## src/rtl/ram_arb_pkg.sv

```systemverilog
// Shared definitions for the ram_8x4 arbiter: FSM encoding, requester ids
// and default RAM geometry.
package ram_arb_pkg;

  typedef enum logic [1:0] {
    IDLE   = 2'd0,
    ACCESS = 2'd1,
    RESP   = 2'd2
  } arb_state_t;

  localparam logic REQ_A = 1'b0;
  localparam logic REQ_B = 1'b1;

  localparam int ADDR_W_DEF = 3;
  localparam int DATA_W_DEF = 4;

endpackage

```

## src/rtl/rr_arb2.sv

```systemverilog
// Combinational two-way round-robin pick. The priority bit names the
// requester that wins a tie; a lone request wins regardless.
module rr_arb2
  import ram_arb_pkg::*;
(
  input  logic req_a,
  input  logic req_b,
  input  logic prio,
  output logic gnt_valid,
  output logic gnt_id
);

  // Pick the winner: tie goes to the priority holder.
  always_comb begin
    gnt_valid = req_a | req_b;
    if (req_a && req_b) begin
      gnt_id = prio;
    end else if (req_b) begin
      gnt_id = REQ_B;
    end else begin
      gnt_id = REQ_A;
    end
  end

endmodule

```

## src/rtl/ram_8x4_arbiter.sv

```systemverilog
// Round-robin arbiter and sequencer sharing one single-port RAM between two
// req/ack requesters. One transaction takes IDLE -> ACCESS -> RESP; the ack
// pulse lands in the following IDLE cycle, which can already grant again.
//
// state  | meaning
// IDLE   | waiting for a request; ack pulse of the previous transaction visible here
// ACCESS | RAM driven with latched address/data; writes commit at the closing edge
// RESP   | read data arrives from the RAM and is loaded at the closing edge
module ram_8x4_arbiter
  import ram_arb_pkg::*;
#(
  parameter int ADDR_W = ADDR_W_DEF,
  parameter int DATA_W = DATA_W_DEF
) (
  input  logic              clk,
  input  logic              rst,
  input  logic              req_a,
  input  logic              req_b,
  input  logic              we_a,
  input  logic              we_b,
  input  logic [ADDR_W-1:0] addr_a,
  input  logic [ADDR_W-1:0] addr_b,
  input  logic [DATA_W-1:0] wdata_a,
  input  logic [DATA_W-1:0] wdata_b,
  output logic              ack_a,
  output logic              ack_b,
  output logic [DATA_W-1:0] rdata_a,
  output logic [DATA_W-1:0] rdata_b,
  output logic              ram_en,
  output logic [ADDR_W-1:0] ram_addr,
  output logic [DATA_W-1:0] ram_din,
  input  logic [DATA_W-1:0] ram_dout,
  output logic              busy
);

  arb_state_t        state;
  logic              prio;
  logic              lat_id;
  logic              lat_we;
  logic              req_a_m;
  logic              req_b_m;
  logic              gnt_valid;
  logic              gnt_id;
  logic              sel_we;
  logic [ADDR_W-1:0] sel_addr;
  logic [DATA_W-1:0] sel_wdata;

  // A requester still holding req during its own ack cycle must not be
  // granted a second time for the same request.
  assign req_a_m = req_a & ~ack_a;
  assign req_b_m = req_b & ~ack_b;

  rr_arb2 u_rr_arb2 (
    .req_a     (req_a_m),
    .req_b     (req_b_m),
    .prio      (prio),
    .gnt_valid (gnt_valid),
    .gnt_id    (gnt_id)
  );

  // Mux the winning requester's fields for latching.
  always_comb begin
    sel_we    = (gnt_id == REQ_B) ? we_b    : we_a;
    sel_addr  = (gnt_id == REQ_B) ? addr_b  : addr_a;
    sel_wdata = (gnt_id == REQ_B) ? wdata_b : wdata_a;
  end

  // Sequencer FSM; every output is registered. ram_addr/ram_din double as
  // the latched address/data and hold their value between transactions.
  always_ff @(posedge clk or posedge rst) begin
    if (rst) begin
      state    <= IDLE;
      prio     <= REQ_A;
      lat_id   <= REQ_A;
      lat_we   <= 1'b0;
      ram_en   <= 1'b0;
      ram_addr <= '0;
      ram_din  <= '0;
      ack_a    <= 1'b0;
      ack_b    <= 1'b0;
      rdata_a  <= '0;
      rdata_b  <= '0;
      busy     <= 1'b0;
    end else begin
      ack_a <= 1'b0;
      ack_b <= 1'b0;
      case (state)
        IDLE: begin
          if (gnt_valid) begin
            lat_id   <= gnt_id;
            lat_we   <= sel_we;
            ram_en   <= sel_we;
            ram_addr <= sel_addr;
            ram_din  <= sel_wdata;
            prio     <= ~gnt_id;
            busy     <= 1'b1;
            state    <= ACCESS;
          end
        end
        ACCESS: begin
          ram_en <= 1'b0;
          state  <= RESP;
        end
        RESP: begin
          if (!lat_we) begin
            if (lat_id == REQ_B) rdata_b <= ram_dout;
            else                 rdata_a <= ram_dout;
          end
          if (lat_id == REQ_B) ack_b <= 1'b1;
          else                 ack_a <= 1'b1;
          busy  <= 1'b0;
          state <= IDLE;
        end
        default: begin
          ram_en <= 1'b0;
          busy   <= 1'b0;
          state  <= IDLE;
        end
      endcase
    end
  end

endmodule

```

## config.mk

```make
export PLATFORM = sky130hd
export DESIGN_NAME = ram_8x4_arbiter
export DESIGN_NICKNAME = d
export VERILOG_FILES = /design/src/rtl/ram_arb_pkg.sv /design/src/rtl/rr_arb2.sv /design/src/rtl/ram_8x4_arbiter.sv
export SDC_FILE = /design/constraint.sdc
export NUM_CORES = 1
export LEC_CHECK = 0
export BUFFER_PORTS_ARGS = -buffer_cell sky130_fd_sc_hd__clkbuf_2
export CAP_MARGIN = 20
export CORE_UTILIZATION = 49
export CTS_BUF_LIST = sky130_fd_sc_hd__clkbuf_8
export CTS_CLUSTER_DIAMETER = 40
export DETAILED_ROUTE_END_ITERATION = 12
export PLACE_DENSITY = 0.81
export SYNTH_ARGS = -nofsm -noshare
export SYNTH_HDL_FRONTEND = slang
export SYNTH_SLANG_ARGS = --single-unit
```

## constraint.sdc

```tcl
create_clock -name clk -period 1.4 [get_ports clk]
set_input_delay 0.07 -clock clk [delete_from_list [all_inputs] [get_ports clk]]
set_output_delay 0.07 -clock clk [all_outputs]
set_load 0.01 [all_outputs]
```

Word level (Yosys, flattened, before mapping)
Index checks and enable logic that the tools add are counted.
{"block": "classes", "eq_ne": 3, "mux": 15, "n_bitwise": 10, "reduce_logical": 7}
{"operator": "$mux 1", "n": 9}
{"operator": "$not 1->1", "n": 7}
{"operator": "$reduce_and 2->1", "n": 3}
{"operator": "$reduce_and 3->1", "n": 2}
{"operator": "$mux 4", "n": 1}
{"operator": "$pmux 1 s2", "n": 2}
{"operator": "$pmux 2 s2", "n": 1}
{"operator": "$mux 3", "n": 1}
{"operator": "$and 1x1->1", "n": 2}
{"operator": "$eq 2x1->1 const B", "n": 1}
{"operator": "$eq 2x2->1 const B", "n": 1}
{"operator": "$logic_not 2->1", "n": 1}
{"operator": "$mux 2", "n": 1}
{"operator": "$ne 2x2->1 const B", "n": 1}
{"operator": "$logic_and 1x1->1", "n": 1}
{"operator": "$or 1x1->1", "n": 1}
{"block": "word_totals", "ff_bits": 24, "inputBits": 24, "word_cells": 47}

Depth between registers and ports, before layout
Gate-level depths: netlist (run 1).
{"block": "logic_depth", "ltp_word": 7, "mapped_depth": 4, "mapped_depth_nobuf": 3}

Modules after synthesis
Synthesis (run 1) repeated with hierarchy kept, for this count alone.
{"block": "hier_totals", "hier_cells": 82, "area_unflattened_um2": 1018.5}
{"mod": "ram_8x4_arbiter", "instances": 1, "cells_per_inst": 79, "area_each_um2": 1001.0, "seq_area_each_um2": 600.6}
{"mod": "rr_arb2", "instances": 1, "cells_per_inst": 3, "area_each_um2": 17.5, "seq_area_each_um2": 0.0}

Worst setup path after synthesis (run 1)
Ideal clock, no wire load.
{"block": "synth_path", "kind": "reg-to-reg", "start": "reg state[0]", "end": "reg rdata_a[0]", "arrival_ps": 1178, "t_required_ps": 1275, "slack_ps": 97, "path_stages_with_launch": 4, "cell_sequence": "dfrtp_1 -> nand2b_2 -> nor3_4 -> mux2_2"}
{"block": "synth_via", "elab_chain_len": 2}
{"element": "start: declaration", "line": "ram_8x4_arbiter.sv:36", "text": "arb_state_t state;"}
{"element": "start signal: assignment", "line": "ram_8x4_arbiter.sv:72", "text": "state <= IDLE;"}
{"element": "start signal: assignment", "line": "ram_8x4_arbiter.sv:97", "text": "state <= ACCESS;"}
{"element": "start signal: assignment", "line": "ram_8x4_arbiter.sv:102", "text": "state <= RESP;"}
{"element": "$eq 2x2->1", "line": "ram_8x4_arbiter.sv:87", "text": "case (state)"}
{"element": "$reduce_and 3->1 (no source line)"}
{"element": "end signal: assignment", "line": "ram_8x4_arbiter.sv:107", "text": "else rdata_a <= ram_dout;"}
{"element": "end: declaration", "line": "ram_8x4_arbiter.sv:27", "text": "output logic [DATA_W-1:0] rdata_a,"}
Every way passes these cells.
A chain may end at the register's enable or synchronous reset.

Worst setup path in the final report (run 1)
{"block": "layout_path", "start": "reg state[0]", "end": "reg rdata_b[2]"}
{"block": "layout_via", "elab_chain_len": 2}
{"element": "$eq 2x2->1", "line": "ram_8x4_arbiter.sv:87"}
{"element": "$reduce_and 3->1 (no source line)"}
{"element": "end signal: assignment", "line": "ram_8x4_arbiter.sv:106", "text": "if (lat_id == REQ_B) rdata_b <= ram_dout;"}
{"element": "end: declaration", "line": "ram_8x4_arbiter.sv:28", "text": "output logic [DATA_W-1:0] rdata_b,"}
Every way passes these cells.

==> key figures, run 1 <==
Run status
  – Outcome: complete, no violations

STA
  – Minimum clock period: 1338 ps
  – Fmax achieved: 0.7472 GHz
  – Setup slack after layout: 61.62 ps
  – Hold Vio Cnt, Final: 0
  – Least-Margin Pin Slew: 384.0 ps
  – RSZ-0062 raised after global routing: false
  – Final Cycle Share: 0.9560
  – Worst slew slack as a fraction of its limit: 0.7433
  – Worst setup skew after layout: 1.654 ps
  – Count of pins over their slew limit: 0
  – Final setup vio count: 0

Placed design
  – Final HPWL from detailed placement: 1641 µm
  – Last weighted congestion value of the routability-driven placer: 0.8058
  – IO buf count: 42
  – Setup slack after placement: -20.85 ps
  – Standard cell area after detailed placement: 1338 µm²

Finish
  – Proportion of layout cells with a drive suffix above 1: 0.4823
  – Number of antenna diodes: 0
  – Number of nets in the layout: 166
  – Synth-to-Final Area Change: 32.56%
  – End-of-flow core utilization: 0.7079
  – Final non-filler cell area: 1431 µm²

Power
  – Peak supply drop: 1.252 mV
  – Power density relative to cell area: 2204 nW/µm²
  – Total Power Consumption: 3155 µW
  – Total leakage power: 0.0007470 µW

GRT
  – Via count of the first global-routing pass: 795
  – Initial antenna violation count: 0
  – Largest net degree at the start of global routing: 25
  – Wire length of the first global-routing pass: 3691 µm
  – Leftover overflow at the end of global routing: 0
  – Overall global routing resource usage: 0.2035

Critical path
  – R2r startpoint: state[0]
  – Sort of element at the start of the critical path: flop
  – Number of cells on the worst reg-to-reg path: 3
  – Critical path start-end classification: flop to flop
  – Required time at the endpoint of the critical path: 1550 ps
  – Reg-to-reg slack, setup: 60 ps
  – Crit Path Max Fanout: 5
  – CP Data Arrival Time: 1490 ps
  – End of the worst register-to-register path: rdata_b[2]
  – CP endpoint kind: flop

Floorplan
  – Standard-cell rows: 16
  – # IOs: 43
  – Width of the chip: 48.94 µm
  – Placeable Area: 2022 µm²
  – Die area: 2395 µm²
  – Initial Util: 0.5340
  – Die H: 48.94 µm

Synthesis
  – Share of the synthesized area in the top cell type: 0.5562
  – Async S/R FF share, synth: 1.000
  – Share of the yosys chip area belonging to registers: 0.5562
  – Number of instances in the synthesized netlist: 91
  – Summed instance area of the synthesized netlist: 1080 µm²
  – Flops & latches, synth: 24
  – Ys flop type: sky130_fd_sc_hd__dfrtp_1
  – Most common cell in the synthesized netlist: sky130_fd_sc_hd__dfrtp_1
  – Synthesized area per cell: 11.87 µm²
  – Yosys cell types: 23
  – Number of flops mapped to enable cells by yosys: 0
  – Most used standard cells in the synthesized netlist: 24 x sky130_fd_sc_hd__dfrtp_1, 19 x sky130_fd_sc_hd__inv_1, 8 x sky130_fd_sc_hd__mux2_2, 8 x sky130_fd_sc_hd__nand3_1, 7 x sky130_fd_sc_hd__o221ai_1
  – Main area contributors after synthesis: sky130_fd_sc_hd__dfrtp_1 56%, sky130_fd_sc_hd__mux2_2 8.3%, sky130_fd_sc_hd__inv_1 6.6%
  – Syn nets: 115
  – Library cell with the largest summed area after synthesis: sky130_fd_sc_hd__dfrtp_1
  – YS warnings: 0

Drt
  – DRT Pass-1 Iters: 4
  – DRT Wirelength: 2248 µm
  – WL/cell: 13.38 µm
  – Antenna viol nets, final: 0
  – Via/cell ratio: 5.071
  – Post-detailed-route DRC marker count: 0
  – Total vias in the final route: 852
  – Iter 0 DRT Violations: 15

Clock tree
  – Clock tree from TritonCTS: done
  – CTS clk-pin slew, worst paths: 80 ps
  – H-Tree Level Count: 1
  – Buffer type at the clock tree root: sky130_fd_sc_hd__clkbuf_8
  – Clock network latency to the later pin of the worst-skew pair: 260 ps
  – Number of clock sinks seen by CTS: 24
  – Number of buffers created by CTS: 3
  – Clock tree buffer depth: 2

Flow run
  – Reported max-cap violation count: 0

Min path
  – Worst-case hold path end point: ram_addr[0]
  – Worst hold path depth: 3
  – Source of the worst hold timing path: addr_b[0]
  – Class of the tightest hold or removal check: input pin to flop
[power by group]
part           internal [µW]  switching (µW)  leakage (µW)
sequential              1030             253      0.000295
combinational            719             698      0.000424
clock                    251             205     0.0000288
total                   2000            1160      0.000747
[registers in the layout (all words and copies together) (netlist names), 2 cells and up]
| name | flops |
|---|---|
| ram_addr | 3 |
| ram_din | 4 |
| rdata_a | 4 |
| state | 2 |
| rdata_b | 4 |
[layout by cell type (no fill, tap or decap), types with 2 or more instances in the layout]
cell and instances:
sky130_fd_sc_hd__o221ai_1 7, sky130_fd_sc_hd__inv_1 19, sky130_fd_sc_hd__o21ai_0 2, sky130_fd_sc_hd__nand3_1 8
sky130_fd_sc_hd__mux2_2 8, sky130_fd_sc_hd__clkbuf_2 42, sky130_fd_sc_hd__nor2_1 3, sky130_fd_sc_hd__clkbuf_8 4
sky130_fd_sc_hd__buf_4 4, sky130_fd_sc_hd__nand2b_1 3, sky130_fd_sc_hd__dfrtp_1 23, sky130_fd_sc_hd__nor3_4 2
sky130_fd_sc_hd__o211ai_1 2
[cells by family after synthesis]
group	after synthesis	synth area share
compound gates	16	0.1286
buf+inv	21	0.08111
flops	24	0.5562
mux	8	0.08343
simple gates	22	0.1506
[worst max-delay path, cell delays in order, from the launching register on]
cell,delay [ps]
sky130_fd_sc_hd__dfrtp_2,450
sky130_fd_sc_hd__nand2b_4,190
sky130_fd_sc_hd__nor3_4,220
sky130_fd_sc_hd__mux2_2,370
[worst max-delay path by stage]
stage / from / endpoint / slack [ps] / depth (start not counted)
after floorplan: state[0] / rdata_a[0] / 100 / 3
after global placement: state[0] / rdata_b[1] / 30 / 3
after detailed placement: state[0] / rdata_b[2] / -20 / 3
after CTS: state[0] / rdata_b[2] / 3 / 3
after global routing: state[1] / rdata_b[2] / 1 / 3
final: state[0] / rdata_b[2] / 60 / 3
[routing by layer]
| metal | global-route usage | share of wire |
|---|---|---|
| met1 | 0.2680 | 0.44 |
| met2 | 0.3264 | 0.51 |
| met3 | 0.04361 | 0.052 |
| met5 | 0 | 0 |
| met4 | 0.08333 | 0.0044 |
[cell type report]
type | instances | area [µm²]
sequential | 24 | 601.8
timing repair buffer | 48 | 270.3
clock buffer | 4 | 55.05
multi-input combinational | 46 | 399.1
fill | 164 | 590.6
inverter | 19 | 71.32
tap | 27 | 33.78
[what timing repair did]
action | 4_1_cts | 5_1_grt
hold buffers | 1 | 0
buffers inserted | 0 | 1
resized for setup | 1 | 2
pin swaps | 1 | 1
endpoints found under the setup margin | 5 | 15
hold endpoints to repair | 24 | 0
[stage by stage]
stage / hold WS, ps / instances / TNS [ps]
5_1_grt: 29.67 / 168 / 0
3_5_place_dp: 110.7 / 162 / -54.34
2_1_floorplan: 84.62 / 91 / 0
6_report: 37.62 / 168 / 0
3_3_place_gp: 106.6 / 162 / 0
4_1_cts: 32.65 / 167 / 0
Power figures use the tool's default switching activity.
==> inputs of run 2 (changes only) <==
Settings changed: BUFFER_PORTS_ARGS -buffer_cell sky130_fd_sc_hd__clkbuf_2 to not set, CORE_UTILIZATION 49 to 56, DONT_BUFFER_PORTS set to 1, PLACE_DENSITY 0.81 to 0.71.
==> run 2 against run 1 <==
Effect of this change:
- hold slack lost 28 ps
- sequential cell count is the same
- count of clock-buffer cells in the layout is the same
- critical endpoint is now rdata_a[2]
- die area shrank 12%
- largest power group is now registers
- global-route usage grew 5.8 points
- clock skew grew 3.1 ps
- routed wire length grew 7.4%
==> key figures, run 2 (synthesis gave the netlist of run 1 again) <==
Power
  – Total leakage power: 0.0006521 µW
  – Clk network pwr share: 0.155
  – Peak supply drop: 1.567 mV
  – Power density relative to cell area: 2118 nW/µm²
  – Share of total power in sequential cells: 0.478
  – Switching Share: 0.3775
  – Total net switching power: 1139 µW
  – Internal portion of total power: 1877 µW
  – Power share of the combinational group: 0.367

STA
  – Hold Vio Cnt, Final: 0
  – Hold WS: 9.547 ps
  – Least-Margin Pin Slew: 301.7 ps
  – Worst setup skew after layout: 4.726 ps
  – Final Cycle Share: 0.9525
  – RSZ-0062 raised after global routing: true
  – Worst slew slack as a fraction of its limit: 0.7989
  – Minimum clock period: 1333 ps
  – Final setup vio count: 0
  – Count of pins over their slew limit: 0
  – Fmax achieved: 0.7499 GHz

Floorplan
  – Width of the chip: 45.91 µm
  – Die area: 2108 µm²
  – Standard-cell rows: 15
  – Initial Util: 0.6121
  – # IOs: 43
  – Placeable Area: 1764 µm²
  – Die H: 45.91 µm

Drt
  – WL/cell: 16.88 µm
  – Total vias in the final route: 800
  – Antenna viol nets, final: 0
  – Iter 0 DRT Violations: 12
  – Uppermost metal layer occupied by signal nets: met4
  – Post-detailed-route DRC marker count: 0
  – DRT Wirelength: 2414 µm
  – DRT Pass-1 Iters: 4
  – Routed wl met3: 151 µm
  – Met2 wire length: 1294 µm
  – Via/cell ratio: 5.594
  – M1 WL: 887 µm

GRT
  – Leftover overflow at the end of global routing: 0
  – Largest net degree at the start of global routing: 25
  – Initial antenna violation count: 0
  – Via count of the first global-routing pass: 848
  – Wire length of the first global-routing pass: 3753 µm
  – Overall global routing resource usage: 0.2610

Min path
  – Class of the tightest hold or removal check: input pin to flop

Clock tree
  – Clock network latency to the later pin of the worst-skew pair: 270 ps
  – Buffer type at the clock tree root: sky130_fd_sc_hd__clkbuf_8
  – CTS clk-pin slew, worst paths: 80 ps
  – Clock tree from TritonCTS: done
  – Clock tree buffer depth: 2
  – H-Tree Level Count: 1
  – Number of buffers created by CTS: 3
  – Number of clock sinks seen by CTS: 24

Critical path
  – Number of buffers and inverters on the critical path: 0
  – Crit Path Max Fanout: 5
  – CP top delay family: flip-flops
  – Slowest stage delay, CP: 450 ps
  – CP endpoint kind: flop
  – CP Cell Sequence: nand2b_4 -> nor3_4 -> mux2_2
  – Critical path start-end classification: flop to flop
  – CP Data Arrival Time: 1490 ps
  – CP max stage cell: sky130_fd_sc_hd__dfrtp_2
  – Sort of element at the start of the critical path: flop
  – Required time at the endpoint of the critical path: 1550 ps

Finish
  – Most common library cell in the layout ignoring fill and taps: sky130_fd_sc_hd__dfrtp_1
  – Number of nets in the layout: 143
  – Commonest cells after routing, fill and taps aside: 22 x sky130_fd_sc_hd__dfrtp_1, 19 x sky130_fd_sc_hd__inv_1, 19 x sky130_fd_sc_hd__dlygate4sd3_1, 8 x sky130_fd_sc_hd__nand3_1, 8 x sky130_fd_sc_hd__mux2_2
  – Registers with the highest flip-flop counts: ram_din x4, rdata_a x4, rdata_b x4
  – Fillcell total: 117
  – Number of antenna diodes: 0
  – Synth-to-Final Area Change: 31.87%
  – Post-layout instance count excluding filler cells: 143
  – Final non-filler cell area: 1424 µm²
  – Proportion of layout cells with a drive suffix above 1: 0.2458

Placed design
  – IO buf count: 0
  – Cells after DPL: 119
  – Last weighted congestion value of the routability-driven placer: 0.6806
  – Standard cell area after detailed placement: 1132 µm²
  – Final HPWL from detailed placement: 1449 µm

Run status
  – Outcome: complete, no violations

Flow run
  – Reported max-cap violation count: 0
-- run 2: final timing paths --
kind	start	to	slack, ps	cells after the start
max	state[0]	rdata_a[2]	70	3
min	we_b	ram_en	10	2
max reg2reg	state[0]	rdata_a[2]	70	3
min reg2reg	busy	busy	560	1
max in group asynchronous	rst	state[0]	850	3
min in group asynchronous	rst	rdata_a[3]	290	3
-- run 2: power groups by stage --
stage               registers, µW  clock network (µW)  logic [µW]
finish                       1440                 469        1110
floorplan                    1380                   0         748
detailed placement           1440                   0         918
global placement             1420                   0         888
global route                 1490                 495        1220
CTS                          1430                 473         979
-- run 2: area by class of cell --
cell class                 instances  area, µm²  share of cell area
clock buffer                       4      55.05             0.03866
inverter                          19      71.32             0.05009
multi-input combinational         46      415.4              0.2917
sequential                        24      603.1              0.4235
tap                               25      31.28             0.02197
timing repair buffer              25      247.7              0.1740
-- run 2: routing by layer --
| metal | global-route usage | vias up |
|---|---|---|
| li1 | - | 365 |
| met1 | 0.2813 | 390 |
| met2 | 0.4507 | 35 |
| met3 | 0.07540 | 10 |
| met4 | 0.1471 | 0 |
| met5 | 0 | - |
-- run 2: worst register-to-register path, stage by stage (launching register included) --
cell and delay (ps):
sky130_fd_sc_hd__dfrtp_2 450, sky130_fd_sc_hd__nand2b_4 190, sky130_fd_sc_hd__nor3_4 220, sky130_fd_sc_hd__mux2_2 360
-- run 2: timing repair --
item / 4_1_cts / 5_1_grt
setup buffers: 0 / 1
pin swaps: 1 / 3
hold buffers: 18 / 1
endpoints found under the setup margin: 5 / 14
resized for setup: 2 / 5
endpoints found under the hold margin: 39 / 1
-- run 2: through the flow --
stage | TNS [ps] | power [µW] | utilization | setup WS, ps
final | 0 | 3016 | 0.8071 | 66.56
after global routing | -18.07 | 3197 | 0.8071 | -10.95
after CTS | 0 | 2886 | 0.7787 | 3.253
after detailed placement | -63.94 | 2354 | 0.6418 | -17.22
after global placement | 0 | 2310 | 0.6418 | 15.06
after floorplan | 0 | 2124 | - | 96.72
